==> src/rtl/ctrlport_window_router.sv <==
// ctrlport_window_router: routes one ctrlport master to NUM_SLAVES address
// windows (base + power-of-two size). Unmapped or malformed requests get a
// CMDERR response. Slave responses are bounded by a timeout. Saturating
// counters track both kinds of error.
//
// Ports:
//   ctrlport_clk / ctrlport_rst      clock, synchronous active-high reset
//   s_ctrlport_req_*                 upstream request (wr, rd, addr, data, byte_en)
//   s_ctrlport_resp_*                upstream response (ack, status, data)
//   m_ctrlport_req_*                 per-slave request buses, slave i in slice i
//   m_ctrlport_resp_*                per-slave response buses, slave i in slice i
//   unmapped_count                   saturating count of unmapped/malformed requests
//   timeout_count                    saturating count of response timeouts
module ctrlport_window_router #(
   parameter int unsigned                   NUM_SLAVES    = 4,
   parameter logic [20*NUM_SLAVES-1:0]      BASE_ADDR     = {20'h02000, 20'h01000, 20'h00C00, 20'h00000},
   parameter logic [5*NUM_SLAVES-1:0]       WINDOW_LOG2   = {5'd5, 5'd5, 5'd10, 5'd11},
   parameter bit                            RELATIVE_ADDR = 1'b0,
   parameter int unsigned                   TIMEOUT       = 1023
) (
   input  logic                      ctrlport_clk,
   input  logic                      ctrlport_rst,
   input  logic                      s_ctrlport_req_wr,
   input  logic                      s_ctrlport_req_rd,
   input  logic [19:0]               s_ctrlport_req_addr,
   input  logic [31:0]               s_ctrlport_req_data,
   input  logic [3:0]                s_ctrlport_req_byte_en,
   output logic                      s_ctrlport_resp_ack,
   output logic [1:0]                s_ctrlport_resp_status,
   output logic [31:0]               s_ctrlport_resp_data,
   output logic [NUM_SLAVES-1:0]     m_ctrlport_req_wr,
   output logic [NUM_SLAVES-1:0]     m_ctrlport_req_rd,
   output logic [20*NUM_SLAVES-1:0]  m_ctrlport_req_addr,
   output logic [32*NUM_SLAVES-1:0]  m_ctrlport_req_data,
   output logic [4*NUM_SLAVES-1:0]   m_ctrlport_req_byte_en,
   input  logic [NUM_SLAVES-1:0]     m_ctrlport_resp_ack,
   input  logic [2*NUM_SLAVES-1:0]   m_ctrlport_resp_status,
   input  logic [32*NUM_SLAVES-1:0]  m_ctrlport_resp_data,
   output logic [15:0]               unmapped_count,
   output logic [15:0]               timeout_count
);

   localparam int unsigned IDX_W  = (NUM_SLAVES > 1) ? $clog2(NUM_SLAVES) : 1;
   localparam int unsigned TMR_W  = (TIMEOUT > 1) ? $clog2(TIMEOUT + 1) : 1;
   localparam bit          TMO_EN = (TIMEOUT != 0);
   localparam logic [TMR_W-1:0] TMO_LAST = TMR_W'((TIMEOUT == 0) ? 0 : TIMEOUT - 1);
   localparam logic [1:0]  ST_CMDERR = 2'd1;

   typedef enum logic [1:0] {ST_IDLE, ST_WAIT, ST_ERR} state_t;

   // Elaboration-time check that every window base is aligned to its size
   for (genvar g = 0; g < NUM_SLAVES; g++) begin : g_align
      if (((BASE_ADDR[20*g +: 20] >> WINDOW_LOG2[5*g +: 5]) << WINDOW_LOG2[5*g +: 5])
          != BASE_ADDR[20*g +: 20]) begin : g_err
         $error("ctrlport_window_router: window %0d base not aligned to its size", g);
      end
   end

   state_t                    state_q, state_d;
   logic                      req_wr_q, req_wr_d;
   logic [19:0]               req_addr_q, req_addr_d;
   logic [31:0]               req_data_q, req_data_d;
   logic [3:0]                req_be_q, req_be_d;
   logic [IDX_W-1:0]          sel_q, sel_d;
   logic                      issue_q, issue_d;
   logic [TMR_W-1:0]          timer_q, timer_d;
   logic                      resp_ack_q, resp_ack_d;
   logic [1:0]                resp_status_q, resp_status_d;
   logic [31:0]               resp_data_q, resp_data_d;
   logic [NUM_SLAVES-1:0]     m_wr_q, m_wr_d, m_rd_q, m_rd_d;
   logic [20*NUM_SLAVES-1:0]  m_addr_q, m_addr_d;
   logic [32*NUM_SLAVES-1:0]  m_data_q, m_data_d;
   logic [4*NUM_SLAVES-1:0]   m_be_q, m_be_d;
   logic [15:0]               unmapped_q, unmapped_d;
   logic [15:0]               timeout_q, timeout_d;

   logic                      hit;
   logic [IDX_W-1:0]          hit_idx;
   logic                      req_any, req_ok, sel_ack, timed_out;
   logic [19:0]               fwd_addr;

   // Window decode; scanning downward leaves the lowest matching index
   always_comb begin
      hit     = 1'b0;
      hit_idx = '0;
      for (int i = int'(NUM_SLAVES) - 1; i >= 0; i--) begin
         if ((s_ctrlport_req_addr >> WINDOW_LOG2[5*i +: 5]) ==
             (BASE_ADDR[20*i +: 20] >> WINDOW_LOG2[5*i +: 5])) begin
            hit     = 1'b1;
            hit_idx = IDX_W'(i);
         end
      end
   end

   assign req_any   = s_ctrlport_req_wr | s_ctrlport_req_rd;
   assign req_ok    = hit & (s_ctrlport_req_wr ^ s_ctrlport_req_rd);
   assign sel_ack   = m_ctrlport_resp_ack[sel_q];
   assign timed_out = TMO_EN && (timer_q == TMO_LAST);
   assign fwd_addr  = RELATIVE_ADDR ? (s_ctrlport_req_addr - BASE_ADDR[20*hit_idx +: 20])
                                    : s_ctrlport_req_addr;

   // State register
   always_ff @(posedge ctrlport_clk) begin
      if (ctrlport_rst) state_q <= ST_IDLE;
      else              state_q <= state_d;
   end

   // Next-state logic
   always_comb begin
      state_d = state_q;
      case (state_q)
         ST_IDLE: if (req_any) state_d = req_ok ? ST_WAIT : ST_ERR;
         ST_WAIT: if (sel_ack || timed_out) state_d = ST_IDLE;
         ST_ERR:  state_d = ST_IDLE;
         default: state_d = ST_IDLE;
      endcase
   end

   // Output / datapath next values
   always_comb begin
      req_wr_d      = req_wr_q;
      req_addr_d    = req_addr_q;
      req_data_d    = req_data_q;
      req_be_d      = req_be_q;
      sel_d         = sel_q;
      issue_d       = 1'b0;
      timer_d       = timer_q;
      resp_ack_d    = 1'b0;
      resp_status_d = resp_status_q;
      resp_data_d   = resp_data_q;
      m_wr_d        = '0;
      m_rd_d        = '0;
      m_addr_d      = m_addr_q;
      m_data_d      = m_data_q;
      m_be_d        = m_be_q;
      unmapped_d    = unmapped_q;
      timeout_d     = timeout_q;

      // Captured request goes out to the selected slave one cycle later
      if (issue_q) begin
         m_wr_d[sel_q]              = req_wr_q;
         m_rd_d[sel_q]              = ~req_wr_q;
         m_addr_d[20*sel_q +: 20]   = req_addr_q;
         m_data_d[32*sel_q +: 32]   = req_data_q;
         m_be_d[4*sel_q +: 4]       = req_be_q;
      end

      case (state_q)
         ST_IDLE: begin
            if (req_any) begin
               if (req_ok) begin
                  req_wr_d   = s_ctrlport_req_wr;
                  req_addr_d = fwd_addr;
                  req_data_d = s_ctrlport_req_data;
                  req_be_d   = s_ctrlport_req_byte_en;
                  sel_d      = hit_idx;
                  issue_d    = 1'b1;
                  timer_d    = '0;
               end else begin
                  // Ack is registered here so it is visible during ERR
                  resp_ack_d    = 1'b1;
                  resp_status_d = ST_CMDERR;
                  resp_data_d   = '0;
               end
            end
         end
         ST_WAIT: begin
            timer_d = timer_q + 1'b1;
            if (sel_ack) begin
               resp_ack_d    = 1'b1;
               resp_status_d = m_ctrlport_resp_status[2*sel_q +: 2];
               resp_data_d   = m_ctrlport_resp_data[32*sel_q +: 32];
            end else if (timed_out) begin
               resp_ack_d    = 1'b1;
               resp_status_d = ST_CMDERR;
               resp_data_d   = '0;
               timeout_d     = (timeout_q == 16'hFFFF) ? timeout_q : timeout_q + 16'd1;
            end
         end
         ST_ERR: begin
            unmapped_d = (unmapped_q == 16'hFFFF) ? unmapped_q : unmapped_q + 16'd1;
         end
         default: ;
      endcase
   end

   // Datapath and output registers
   always_ff @(posedge ctrlport_clk) begin
      if (ctrlport_rst) begin
         req_wr_q      <= 1'b0;
         req_addr_q    <= '0;
         req_data_q    <= '0;
         req_be_q      <= '0;
         sel_q         <= '0;
         issue_q       <= 1'b0;
         timer_q       <= '0;
         resp_ack_q    <= 1'b0;
         resp_status_q <= '0;
         resp_data_q   <= '0;
         m_wr_q        <= '0;
         m_rd_q        <= '0;
         m_addr_q      <= '0;
         m_data_q      <= '0;
         m_be_q        <= '0;
         unmapped_q    <= '0;
         timeout_q     <= '0;
      end else begin
         req_wr_q      <= req_wr_d;
         req_addr_q    <= req_addr_d;
         req_data_q    <= req_data_d;
         req_be_q      <= req_be_d;
         sel_q         <= sel_d;
         issue_q       <= issue_d;
         timer_q       <= timer_d;
         resp_ack_q    <= resp_ack_d;
         resp_status_q <= resp_status_d;
         resp_data_q   <= resp_data_d;
         m_wr_q        <= m_wr_d;
         m_rd_q        <= m_rd_d;
         m_addr_q      <= m_addr_d;
         m_data_q      <= m_data_d;
         m_be_q        <= m_be_d;
         unmapped_q    <= unmapped_d;
         timeout_q     <= timeout_d;
      end
   end

   assign s_ctrlport_resp_ack    = resp_ack_q;
   assign s_ctrlport_resp_status = resp_status_q;
   assign s_ctrlport_resp_data   = resp_data_q;
   assign m_ctrlport_req_wr      = m_wr_q;
   assign m_ctrlport_req_rd      = m_rd_q;
   assign m_ctrlport_req_addr    = m_addr_q;
   assign m_ctrlport_req_data    = m_data_q;
   assign m_ctrlport_req_byte_en = m_be_q;
   assign unmapped_count         = unmapped_q;
   assign timeout_count          = timeout_q;

endmodule

==> config.mk <==
export PLATFORM = sky130hd
export DESIGN_NAME = ctrlport_window_router
export DESIGN_NICKNAME = d
export VERILOG_FILES = /design/src/rtl/ctrlport_window_router.sv
export SDC_FILE = /design/constraint.sdc
export NUM_CORES = 1
export LEC_CHECK = 0
export ABC_AREA = 1
export CAP_MARGIN = 0
export CORE_ASPECT_RATIO = 0.75
export CORE_MARGIN = 10
export CORE_UTILIZATION = 51
export DETAILED_ROUTE_END_ITERATION = 12
export PLACE_DENSITY = 0.93
export SKIP_LAST_GASP = 1
export SLEW_MARGIN = 40
export SYNTH_ARGS = -nofsm -noshare
export SYNTH_HDL_FRONTEND = slang
export SYNTH_SLANG_ARGS = --single-unit
==> constraint.sdc <==
create_clock -name ctrlport_clk -period 6.55 [get_ports ctrlport_clk]
set_input_delay 0.9825 -clock ctrlport_clk [delete_from_list [all_inputs] [get_ports ctrlport_clk]]
set_output_delay 0.9825 -clock ctrlport_clk [all_outputs]
set_load 0.01 [all_outputs]
==> impl_metrics.json <==
{
  "rsz0062_at_grt": "false",
  "cts_resized": 0,
  "crit_chain": "buf_4 > inv_2 > ha_2 > inv_2 > nand2_1 > buf_4 > o21ai_0 > nand2_1 > nand2_1 > nand3_1 > a21oi_1",
  "syn_area_sq_um": 16500,
  "status": "finished clean",
  "synth_edf_count": 0,
  "tns_ns": 0,
  "final_common_cell": "nand2_1",
  "skew_ns": 0.0225,
  "switching_share_pct": 22.0,
  "gr-usage-met2_pct": 50.4,
  "grt_pass1_wl_um": 102000,
  "wl_um": 67300,
  "die_h_um": 176,
  "ys.flop_type": "dfxtp_1",
  "cts_tree": "built",
  "grt-ovfl-total": 0,
  "drive_gt1_share_pct": 5.33,
  "hold_path_class": "reg -> reg",
  "total_power_w": 0.00466,
  "p_clk_share_pct": 46.7,
  "ios": 499,
  "max_freq_mhz": 260,
  "synth_top_area_cell": "dfxtp_1",
  "cp_common_cell": "nand2_1",
  "async_reset_ff_share_pct": 0,
  "gp_congestion": 0.997,
  "switchingPower_w": 0.00103,
  "maxSlewHeadroom_pct": 41.0,
  "detailed_place_hpwl_um": 47800,
  "track_usage_pct": 31.3,
  "most-common-layout-cells": "nand2_1, clkdlybuf4s50_1, dfxtp_1, nor2_1, a21oi_1",
  "p_int_w": 0.00363,
  "drc": 0,
  "antenna_found_initial": 6,
  "cts.htree.levels": 2,
  "cts_buffer_depth": 3,
  "worst_pin_slew_ns": 0.886,
  "leakagePower_nw": 8.32,
  "core_region_area_sq_um": 31600,
  "via_per_inst": 5.74,
  "num_vias": 18400,
  "yosys_warnings": 0,
  "floorplan.rows": 56,
  "period_share_pct": 58.7,
  "post_cts.repair.setup_buffers": 0,
  "critPathMaxFanout": 39,
  "max-cap-violations": 0,
  "die_w_um": 228,
  "path_clk_slew_ns": 0.07,
  "critical-path-max-stage-delay_ns": 0.76,
  "startpoint_type": "register",
  "ys_types": 48,
  "fin_crit_ns": 3.84,
  "setup_violations": 0,
  "cts_buffers": 37,
  "combPwrFrac_pct": 4.8,
  "grt_start_max_net_pins": 184,
  "fin_util_pct": 72.4,
  "crit_required_ns": 6.93,
  "seq_power_share_pct": 48.5,
  "worstSkewPairLatency_ns": 0.54,
  "maxSlewViolCount": 0,
  "power_density_nw_per_um2": 204,
  "portBuffers": 498,
  "crit_type": "reg -> reg",
  "root_buffer": "clkbuf_16",
  "grt_busiest_layer": "met2",
  "final-hold-violation-count": 0,
  "met1_usage_pct": 39.5,
  "avgSynthCellArea_sq_um": 7.09,
  "worst-path-buf-inv": 4,
  "end_kind": "register",
  "initial_core_util_pct": 52.3,
  "ctsHoldBuffers": 0,
  "die_area_sq_um": 40100,
  "synthTopCellsByArea": "dfxtp_1, nand2_1, nor2_1",
  "synth_seq_area_share_pct": 45.0,
  "drtPass1Iterations": 7,
  "wl_per_cell_um": 21.0,
  "clock_sinks": 371,
  "drt_iter0_drc": 2434,
  "met3_usage_pct": 7.18,
  "cpLargestDelayFamily": "buffers and inverters",
  "area_growth_pct": 38.5,
  "postSynthCellCount": 2331,
  "fillers": 2409,
  "fin_nets": 2939,
  "ant_nets": 0,
  "critical_path_arrival_ns": 4.22,
  "grt_pass1_vias": 17300,
  "syn_nets": 2541,
  "ir_drop_mv": 0.210,
  "cp_slowest_cell": "ha_2",
  "ys_ff_latch": 371,
  "synth_top_area_share_pct": 45.0
}
## cells by family after synthesis
kind of cell	count (synthesis)	synth area share [%]
xor+xnor	17	0.901
flops	371	45.0
simple gates	1118	27.6
compound gates	527	17.9
fa+ha+maj	10	0.757
buf+inv	288	7.82
## final timing paths
kind,from,end,slack [ns],depth (start not counted)
worst min register to register,req_wr_q,m_ctrlport_req_rd[0],0.46,1
worst min-delay path,req_wr_q,m_ctrlport_req_rd[0],0.46,1
worst max register to register,sel_q[1],m_ctrlport_req_addr[29],2.71,11
worst max-delay path,sel_q[1],m_ctrlport_req_addr[29],2.71,11
## cells in the mapped netlist, types with 11 or more instances
master and n:
nand2_1 580, dfxtp_1 371, nor2_1 350, a21oi_1 234, o21ai_0 133, nand3_1 122
inv_1 110, clkbuf_1 83, a22oi_1 71, buf_2 53, o22ai_1 33, o21ai_1 22
nor3_1 21, inv_2 13, buf_6 12, xor2_1 12, o211ai_1 11
## flip-flops by register name, indices dropped and copies added (netlist names)
name	count
unmapped_count	16
m_ctrlport_req_byte_en	16
m_ctrlport_req_data	128
req_addr_q	20
state_q	2
s_ctrlport_resp_data	32
req_data_q	32
m_ctrlport_req_rd	4
sel_q	2
s_ctrlport_resp_ack	1
timeout_count	16
m_ctrlport_req_wr	4
req_wr_q	1
s_ctrlport_resp_status	2
issue_q	1
timer_q	10
req_be_q	4
m_ctrlport_req_addr	80
## through the flow
stage | worst slack (ns) | hold slack [ns] | cells | area [sq um]
after floorplan | 4.14 | 0.422 | 2331 | 16500
after global placement | 2.47 | 0.436 | 3118 | 21400
after detailed placement | 2.77 | 0.454 | 3122 | 21500
after CTS | 2.70 | 0.461 | 3190 | 22800
after global routing | 2.49 | 0.483 | 3199 | 22900
final | 2.71 | 0.459 | 3199 | 22900
## per-layer routing
metal	share of wire (%)	up-vias
met5	0	-
met4	4.7	0
met3	9.9	200
met2	46	1149
met1	39	8583
li1	-	8439
## worst register-to-register path, cell delays in order (launching register included)
cell	delay [ns]
dfxtp_1	0.30
buf_4	0.25
inv_2	0.58
ha_2	0.79
inv_2	0.41
nand2_1	0.19
buf_4	0.48
o21ai_0	0.32
nand2_1	0.14
nand2_1	0.07
nand3_1	0.10
a21oi_1	0.08
## power by group through the flow
stage	Combinational, W	Clock, W	Sequential (W)
2_1_floorplan	0.0000690	0	0.00231
3_3_place_gp	0.000214	0	0.00231
3_5_place_dp	0.000215	0	0.00231
4_1_cts	0.000216	0.00219	0.00226
5_1_grt	0.000235	0.00227	0.00226
6_report	0.000222	0.00218	0.00226
## cell type report
type | instances | area, sq um | share of cell area, %
Inverter | 126 | 480 | 2.10
Timing Repair Buffer | 521 | 5320 | 23.2
Clock buffer | 57 | 1140 | 4.99
Multi-Input combinational cell | 1672 | 7830 | 34.2
Tap cell | 435 | 544 | 2.38
Antenna cell | 6 | 15.0 | 0.0656
Clock inverter | 11 | 113 | 0.492
Sequential cell | 371 | 7430 | 32.5
No activity file was read; power rests on OpenSTA's default activity.
